## src/rtl/mealy_pattern_detector.sv

```systemverilog
// Mealy serial pattern detector: KMP prefix-length state machine; match counter under MEALY_MATCH_CNT_EN.
// Latency: out is combinational on the completing bit; state/match_count update on the following edge.
// Backpressure: none; every in_valid cycle consumes exactly one bit.
module mealy_pattern_detector #(
    parameter int                   PATTERN_W = 4,
    parameter logic [PATTERN_W-1:0] PATTERN   = 4'b1011,
    parameter int                   CNT_W     = 8,
    localparam int                  SW        = $clog2(PATTERN_W)
) (
    input  logic             clk,
    input  logic             rst_n,
    input  logic             in_valid,
    input  logic             in,
    input  logic             overlap,
    output logic             out,
    output logic [SW-1:0]    state,
    output logic [CNT_W-1:0] match_count
);

    // Longest prefix of PATTERN that is a suffix of (prefix_s followed by b).
    // Capped below PATTERN_W: the full-length case is the match path, handled separately.
    function automatic int kmp_next(input int s, input logic b);
        int   best;
        int   j;
        logic ok;
        logic tbit;
        best = 0;
        for (int k = 1; k <= s + 1 && k < PATTERN_W; k++) begin
            ok = 1'b1;
            for (int i = 0; i < k; i++) begin
                j    = s + 1 - k + i;
                tbit = (j == s) ? b : PATTERN[PATTERN_W-1-j];
                if (tbit != PATTERN[PATTERN_W-1-i]) ok = 1'b0;
            end
            if (ok) best = k;
        end
        return best;
    endfunction

    // Length of the longest proper border of PATTERN (restart point after an overlapping match).
    function automatic int border_len();
        int   best;
        logic ok;
        best = 0;
        for (int k = 1; k < PATTERN_W; k++) begin
            ok = 1'b1;
            for (int i = 0; i < k; i++) begin
                if (PATTERN[PATTERN_W-1-i] != PATTERN[k-1-i]) ok = 1'b0;
            end
            if (ok) best = k;
        end
        return best;
    endfunction

    localparam int BORDER = border_len();
    localparam int LAST   = PATTERN_W - 1;

    // exp_vec[s] is the bit expected in state s; trans_tbl[{s,b}] is the no-match successor.
    logic [PATTERN_W-1:0] exp_vec;
    logic [SW-1:0]        trans_tbl [2*PATTERN_W];

    for (genvar g = 0; g < PATTERN_W; g++) begin : g_exp
        assign exp_vec[g] = PATTERN[PATTERN_W-1-g];
    end

    for (genvar g = 0; g < 2*PATTERN_W; g++) begin : g_trans
        localparam int NX = kmp_next(g / 2, 1'(g % 2));
        assign trans_tbl[g] = NX[SW-1:0];
    end

    logic [SW-1:0] state_nxt;
    logic          at_last;

    assign at_last = (state == LAST[SW-1:0]);
    assign out     = rst_n & in_valid & at_last & (in == exp_vec[state]);

    // Next-state selection: hold when idle, restart on a match, table lookup otherwise.
    always_comb begin
        state_nxt = state;
        if (in_valid) begin
            if (out) begin
                state_nxt = overlap ? BORDER[SW-1:0] : '0;
            end else begin
                state_nxt = trans_tbl[{state, in}];
            end
        end
    end

    // State register with synchronous active-low reset.
    always_ff @(posedge clk) begin
        if (!rst_n) begin
            state <= '0;
        end else begin
            state <= state_nxt;
        end
    end

`ifdef MEALY_MATCH_CNT_EN
    logic [CNT_W-1:0] cnt_q;

    // Saturating match counter; sticks at all-ones instead of wrapping.
    always_ff @(posedge clk) begin
        if (!rst_n) begin
            cnt_q <= '0;
        end else if (out && (cnt_q != {CNT_W{1'b1}})) begin
            cnt_q <= cnt_q + 1'b1;
        end
    end

    assign match_count = cnt_q;
`else
    assign match_count = '0;
`endif

endmodule

```

## config.mk

```make
export PLATFORM = sky130hd
export DESIGN_NAME = mealy_pattern_detector
export DESIGN_NICKNAME = d
export VERILOG_FILES = /design/src/rtl/mealy_pattern_detector.sv
export SDC_FILE = /design/constraint.sdc
export NUM_CORES = 1
export LEC_CHECK = 0
export CAP_MARGIN = 30
export CORE_AREA = 4 4 41 43
export CTS_BUF_LIST = sky130_fd_sc_hd__clkbuf_8
export DETAILED_ROUTE_END_ITERATION = 6
export DIE_AREA = 0 0 45 47
export SLEW_MARGIN = 20
export SYNTH_ARGS = -nofsm -noshare
export SYNTH_HDL_FRONTEND = slang
export SYNTH_SLANG_ARGS = --single-unit
```

## constraint.sdc

```tcl
create_clock -name clk -period 0.96 [get_ports clk]
set_input_delay 0.192 -clock clk [delete_from_list [all_inputs] [get_ports clk]]
set_output_delay 0.192 -clock clk [all_outputs]
set_load 0.02 [all_outputs]
```

# --- After elaboration in Yosys (flattened, before gate mapping) ---
# Memory sizes are Yosys's and may differ from the RTL's.
# Index checks and enable logic that the tools add are counted.
totals:
  rom_bits: 16
  reg_bits: 2
  memories: 1
  wordCells: 16
  latchBits: 0
  ramBits: 0
  output_inout_bits: 11
op_classes:
  div_mod_pow: 0
  shift: 0
  magnitude_cmp: 2
  reduce_logical: 0
  n_bitwise: 4
  mux: 6
  eq_ne: 2
  n_addsub: 0
  mul: 0
memory_table:
  columns: ["memory", "depth", "word_bits", "read_ports", "rd_clocked_by_memory_dff", "wr", "line", "text"]
  rows:
  - ["(no name shown)", 8, 2, 1, 0, 0, "84", "state_nxt = trans_tbl[{state, in}];"]
ops:
  columns: ["operator", "count"]
  rows:
  - ["$mux 2", 3]
  - ["$ge 4x4->1 const B", 1]
  - ["$not 3->4", 1]
  - ["$and 1x1->1", 3]
  - ["$lt 2x3->1 const B", 1]
  - ["$bmux 1 s2", 1]
  - ["$eq 2x2->1 const B", 1]
  - ["$mux 1", 2]
  - ["$eq 1x1->1", 1]

# --- Longest topological paths before layout ---
# Gate-level depths: netlist of the first run.
logic_depth:
  depth_word: 5
  depth_mapped: 4
  ltp_nobuf: 4

# --- Worst setup path before layout of the first run ---
# No wires, ideal clock.
synth_timing:
  path_kind: "register to output"
  startpoint: "reg state[0]"
  endpoint: "out out"
  path_stages_with_launch: 3
  path_slack_ps: -144
  arrival_ps: 912
  cell_sequence: "dfxtp_1 nand4_1 nor2_1"
synth_via:
  elab_chain_cells: 4
  word_cells_on_any_way: 6
synth_lines:
  columns: ["item", "line", "text"]
  rows:
  - ["from (decl)", "16", "output logic [SW-1:0] state,"]
  - ["from (signal assigned)", "94", "state <= state_nxt;"]
  - ["$bmux 1 s2", "75", "assign out = rst_n & in_valid & at_last & (in == exp_vec[state]);"]
  - ["$mux 1 (not written as such)", "75", null]
  - ["$eq 1x1->1", "75", null]
  - ["$and 1x1->1 *", "75", null]
  - ["to (decl)", "15", "output logic out,"]
# Mark *: on every way between the ends. The rest lies on a longest branch, timed or not. The select of a mux whose other input is x is not followed.

# --- Final worst setup path of the first run ---
layout_timing:
  startpoint: "reg state[1]"
  endpoint: "out out"
# Same word-level chain as after synthesis.

==> results of run 1 <==
==> where the power goes <==
group          internal (mW)  switching (mW)
clock network          0.265          0.0619
logic                 0.0477          0.0638
registers             0.0861         0.00274
==> worst min path at each step <==
stage | end | slack, ps | depth (start not counted)
after floorplan | state[0] | 280 | 1
after global placement | state[0] | 640 | 3
after detailed placement | state[0] | 660 | 3
after CTS | state[0] | 440 | 3
after global routing | state[1] | 440 | 2
final | state[1] | 430 | 2
==> logic make-up (layout without fill, tap and decap cells) <==
group / count (synthesis) / in the layout / share of synthesized area
buffers and inverters: 10 / 18 / 0.380
AND/OR/NAND/NOR: 6 / 6 / 0.218
AO/OA/AOI/OAI: 2 / 2 / 0.0845
flip-flops: 2 / 2 / 0.225
adder cells (fa/ha/maj): 1 / 1 / 0.0704
other: 1 / 8 / 0.0211
==> worst max-delay path: stages (launching register included) <==
cell and delay [ps]:
dfxtp_4 330, nand4_1 170, nor2_4 120, buf_6 120
==> synthesized netlist by cell type (all sizes together) <==
cell | count | share of area
nor2 | 2 | 0.042
ha | 1 | 0.070
dfxtp | 2 | 0.23
a21oi | 1 | 0.028
nand4 | 1 | 0.035
inv | 2 | 0.042
buf | 8 | 0.34
a2111oi | 1 | 0.056
nand3 | 1 | 0.028
and4b | 2 | 0.11
conb | 1 | 0.021
==> placed cells by master, fill, tap and decap left out <==
cell type and count:
buf_6 5, and4b_1 2, ha_4 1, nand3_2 1, inv_1 1, clkbuf_8 3, nor2_4 1, conb_1 8
inv_2 1, a2111oi_2 1, buf_4 4, dlygate4sd2_1 3, nand4_1 1, a21oi_2 1, nor2_1 1, clkdlybuf4s50_1 1
dfxtp_4 2
==> area by class of cell <==
type | count | area, µm²
well taps | 15 | 18.8
flip-flops and latches | 2 | 47.5
repair buffers | 13 | 123
inverters | 2 | 7.51
clock buffers | 3 | 41.3
multi-input cells | 17 | 130
fillers | 145 | 933
==> timing repair <==
item                       4_1_cts  5_1_grt
pin swaps                        6        2
gates resized for setup         25        2
cloned                           0        0
setup endpoints to repair        5        5
setup buffers                    0        2
==> per-layer routing <==
layer,up-vias,track usage,share of wire
met4,0,0.0702,0
met1,74,0.0542,0.40
li1,90,-,-
met5,-,0,0
met3,0,0.0192,0.11
met2,10,0.0678,0.48
==> through the flow <==
stage	power (mW)	instance area (µm²)	util	hold WS (ps)	TNS, ps
3_3_place_gp	0.185	290	0.223	640	-2190
6_report	0.527	368	0.283	432	-493
5_1_grt	0.565	368	0.283	443	-669
4_1_cts	0.529	345	0.265	435	-337
2_1_floorplan	0.167	231	-	280	0
3_5_place_dp	0.187	290	0.223	655	-2190
==> out/metrics.yaml, run 1 <==
status: "complete, but fails checks"
violations: "setup timing"
synth_seq_area_share: 0.225
io_buffers: 7
reg2reg_slack_ps: -100
critical_path_class: "reg2out"
via_per_inst: 3.35
clk_pin_slew_ps: 30
core-area_um2: 1300
slew_violations: 0
r2r_cells: 4
hold_class: "in2reg"
detail-route-antenna-nets: 0
clockBufferDepth: 2
finalCritPeriodShare: 1.20
drv_cap: 0
vdd_drop_max_v: 0.000352
numCtsBuffers: 3
post-place-cells: 47
first_global_vias: 170
cts_sinks: 2
r2r-start: "state[1]"
io_pins: 16
finalHoldViolations: 0
rows: 13
rsz0062_at_grt: "yes"
netlist_area_um2: 178
dr.pass1.iters: 1
grt_pass1_wl_um: 696
dieHeight_um: 47
p_per_area_nw_per_um2: 1430
cp-end-kind: "output pin"
initial_core_util: 0.137
overflow: 0
ys_ff_latch: 2
synthCells: 22
area_growth_pct: 107
largest_reg_flops: 2
r2r_end: "state[0]"
num_vias: 174
cts_hold_buf: 0
fin_nets: 45
ctsHtreeMaxLevel: 1
synth_cell_type_count: 11
routedWlPerCell_um: 9.15
cts-root-buf: "clkbuf_8"
drt_iter0_drc: 0
diodes: 0
regMostFlops: "state"
required_ps: 770
crit_start: "state[1]"
final_cells: 52
synth.avg_cell_area_um2: 8.08
die_area_um2: 2120
grt_max_degree: 6
setup_ws_ps: -192
yosysWarnings: 0
crit_path_start_kind: "register"
fin_crit_ps: 1150
die_x_um: 45
leakagePower_nw: 0.173
clock_latency_ps: 210
reg_top3: "state (2)"
finalWirelength_um: 476
crit_path_max_fanout: 2
min_from: "rst_n"
fin_skew_ps: 1.41
hpwl_um: 341
max_freq_mhz: 868
endpoint: "out"
drive_above_1_share: 0.541
setup_viol: 5
cts_tree: "done"
gp_congestion: 0.606
antenna_found_initial: 0
drcViolationCount: 0
post-place-ws_ps: -794
cp.arrival_ps: 960
grt_use_total: 0.0512
Power figures use the tool's default switching activity.
==> run 2, diff against run 1 <==
CELL_PAD_IN_SITES_DETAIL_PLACEMENT = 1   (was not set)
CELL_PAD_IN_SITES_GLOBAL_PLACEMENT = 2   (was not set)
CORE_AREA = not set   (was 4 4 41 43)
CORE_UTILIZATION = 12   (was not set)
DIE_AREA = not set   (was 0 0 45 47)
PLACE_DENSITY_LB_ADDON = 0.1   (was not set)
==> out/metrics.yaml, run 2 (synthesized netlist as in run 1, its figures left out) <==
worst_hold_path.endpoint: "state[1]"
finalCritPeriodShare: 1.18  # -0.0149
drcViolationCount: 0  # unchanged
grt_pass1_wl_um: 683  # -1.9%
clock_latency_ps: 210  # about the same
drv_cap: 0  # unchanged
cp-end-kind: "output pin"
grtUsageMet1: 0.0647  # +0.0105
r2r-start: "state[0]"
use_met3: 0.0333  # +0.0142
stdcell_area_um2: 348  # -5.4%
p_per_area_nw_per_um2: 1520  # +5.8%
io_pins: 16  # unchanged
cts_tree: "done"
max_freq_mhz: 879  # +1.3%
fin_nets: 44  # -2.2%
drive_above_1_share: 0.472  # -0.0683
finalWirelength_um: 479  # +0.63%
largest_reg_flops: 2  # unchanged
p_total_mw: 0.527  # about the same
setup_ws_ps: -177  # +14.3 ps
rows: 13  # unchanged
io_buffers: 7  # unchanged
nFillCells: 160  # +10%
multi_input_comb_area_um2: 121  # -6.7%
drt_iter0_drc: 2  # +2
hpwl_um: 370  # +8.4%
required_ps: 770  # about the same
fin_skew_ps: 1.78  # +0.373 ps
cts-root-buf: "clkbuf_8"
regMostFlops: "state"
rsz0062_at_grt: "yes"
mostFrequentLayoutCell: "conb_1"
dr.pass1.iters: 3  # +2
vdd_drop_max_v: 0.000384  # +9.0%
min_from: "rst_n"
ctsHtreeMaxLevel: 1  # unchanged
final_cell_mix: "conb_1, buf_6, buf_4, clkbuf_8, dlygate4sd2_1"
dpl-instance-area_um2: 290  # unchanged
die_area_um2: 1640  # -23%
r2r_cells: 4  # unchanged
slew_violations: 0  # unchanged
die_x_um: 40.5  # -10%
detail-route-antenna-nets: 0  # unchanged
finalHoldViolations: 0  # unchanged
critical_path_class: "reg2out"
fin_crit_ps: 1140  # -14.3 ps
via_per_inst: 3.47  # +3.7%
leakagePower_nw: 0.167  # -3.5%
cts_hold_buf: 0  # unchanged
numCtsBuffers: 3  # unchanged
reg2reg_slack_ps: -120  # -20 ps
setup_tns_ps: -342  # +152 ps
reg_top3: "state (2)"
crit_path_max_fanout: 2  # unchanged
dieHeight_um: 40.5  # -14%
clockBufferDepth: 2  # unchanged
routedWlPerCell_um: 9.39  # +2.6%
grt_most_used_layer: "met4"
r2r_end: "state[1]"
antenna_found_initial: 0  # unchanged
utilization: 0.261  # -0.0219
seq_area_um2: 47.5  # unchanged
cts_sinks: 2  # unchanged
overflow: 0  # unchanged
status: "complete, but fails checks"
first_global_vias: 168  # -1.2%
core-area_um2: 1330  # +2.5%
violations: "setup timing"
area_growth_pct: 95.8
num_vias: 177  # +1.7%
whs_ps: 443  # +11.0 ps
setup_viol: 4  # -1
crit_path_start_kind: "register"
grt_use_total: 0.0791  # +0.0279
use_met2: 0.103  # +0.0354
hold_depth: 2  # unchanged
gp_congestion: 0.689  # +14%
initial_core_util: 0.133  # -0.00333
clk_pin_slew_ps: 30  # about the same
grt_max_degree: 6  # unchanged
hold_class: "in2reg"
cp.arrival_ps: 950  # about the same
diodes: 0  # unchanged
[run 2: cell types whose count changed in the layout (fill, tap and decap cells not counted), sizes merged]
cell,previous run,this run
buf,9,8
[run 2: per-layer routing]
layer | wire length (µm) | part of all wire
met2 | 241 | 0.50
met1 | 175 | 0.37
met5 | 0 | 0
met4 | 32 | 0.067
met3 | 29 | 0.061
[run 2: through the flow]
stage | worst slack [ps] | cells
floorplan | 10.6 | 29
global placement | -826 | 47
detailed placement | -810 | 47
CTS | -217 | 50
global route | -225 | 51
finish | -177 | 51
[run 2: repair_timing]
| item | in CTS | in global routing |
|---|---|---|
| setup buffers | 0 | 1 |
| endpoints found under the setup margin | 5 | 5 |
| resized for setup | 23 | 1 |
| pin swaps | 3 | 2 |
| hold endpoints to repair | 0 | 0 |
[run 2: worst max-delay path by stage]
stage	startpoint	to	cells past startpoint	slack, ps
after floorplan	state[0]	state[1]	3	10
after detailed placement	in	out	4	-810
final	state[1]	out	3	-180
after global routing	state[0]	out	3	-230
after CTS	state[1]	out	3	-220
after global placement	in	out	4	-830
[run 2: area by class of cell]
cell class,instances,area share
multi-input cells,17,0.349
repair buffers,12,0.320
flip-flops and latches,2,0.137
clock buffers,3,0.119
well taps,15,0.0540
inverters,2,0.0216
[run 2: report_power, final]
| part | internal [mW] | switching [mW] |
|---|---|---|
| combinational | 0.0426 | 0.0611 |
| sequential | 0.0861 | 0.00270 |
| clock | 0.265 | 0.0694 |
| total | 0.394 | 0.133 |
[run 2: worst max-delay path, stage by stage (launching register included)]
cell and delay, ps:
dfxtp_4 330, nand4_1 160, nor2_4 120, buf_6 120
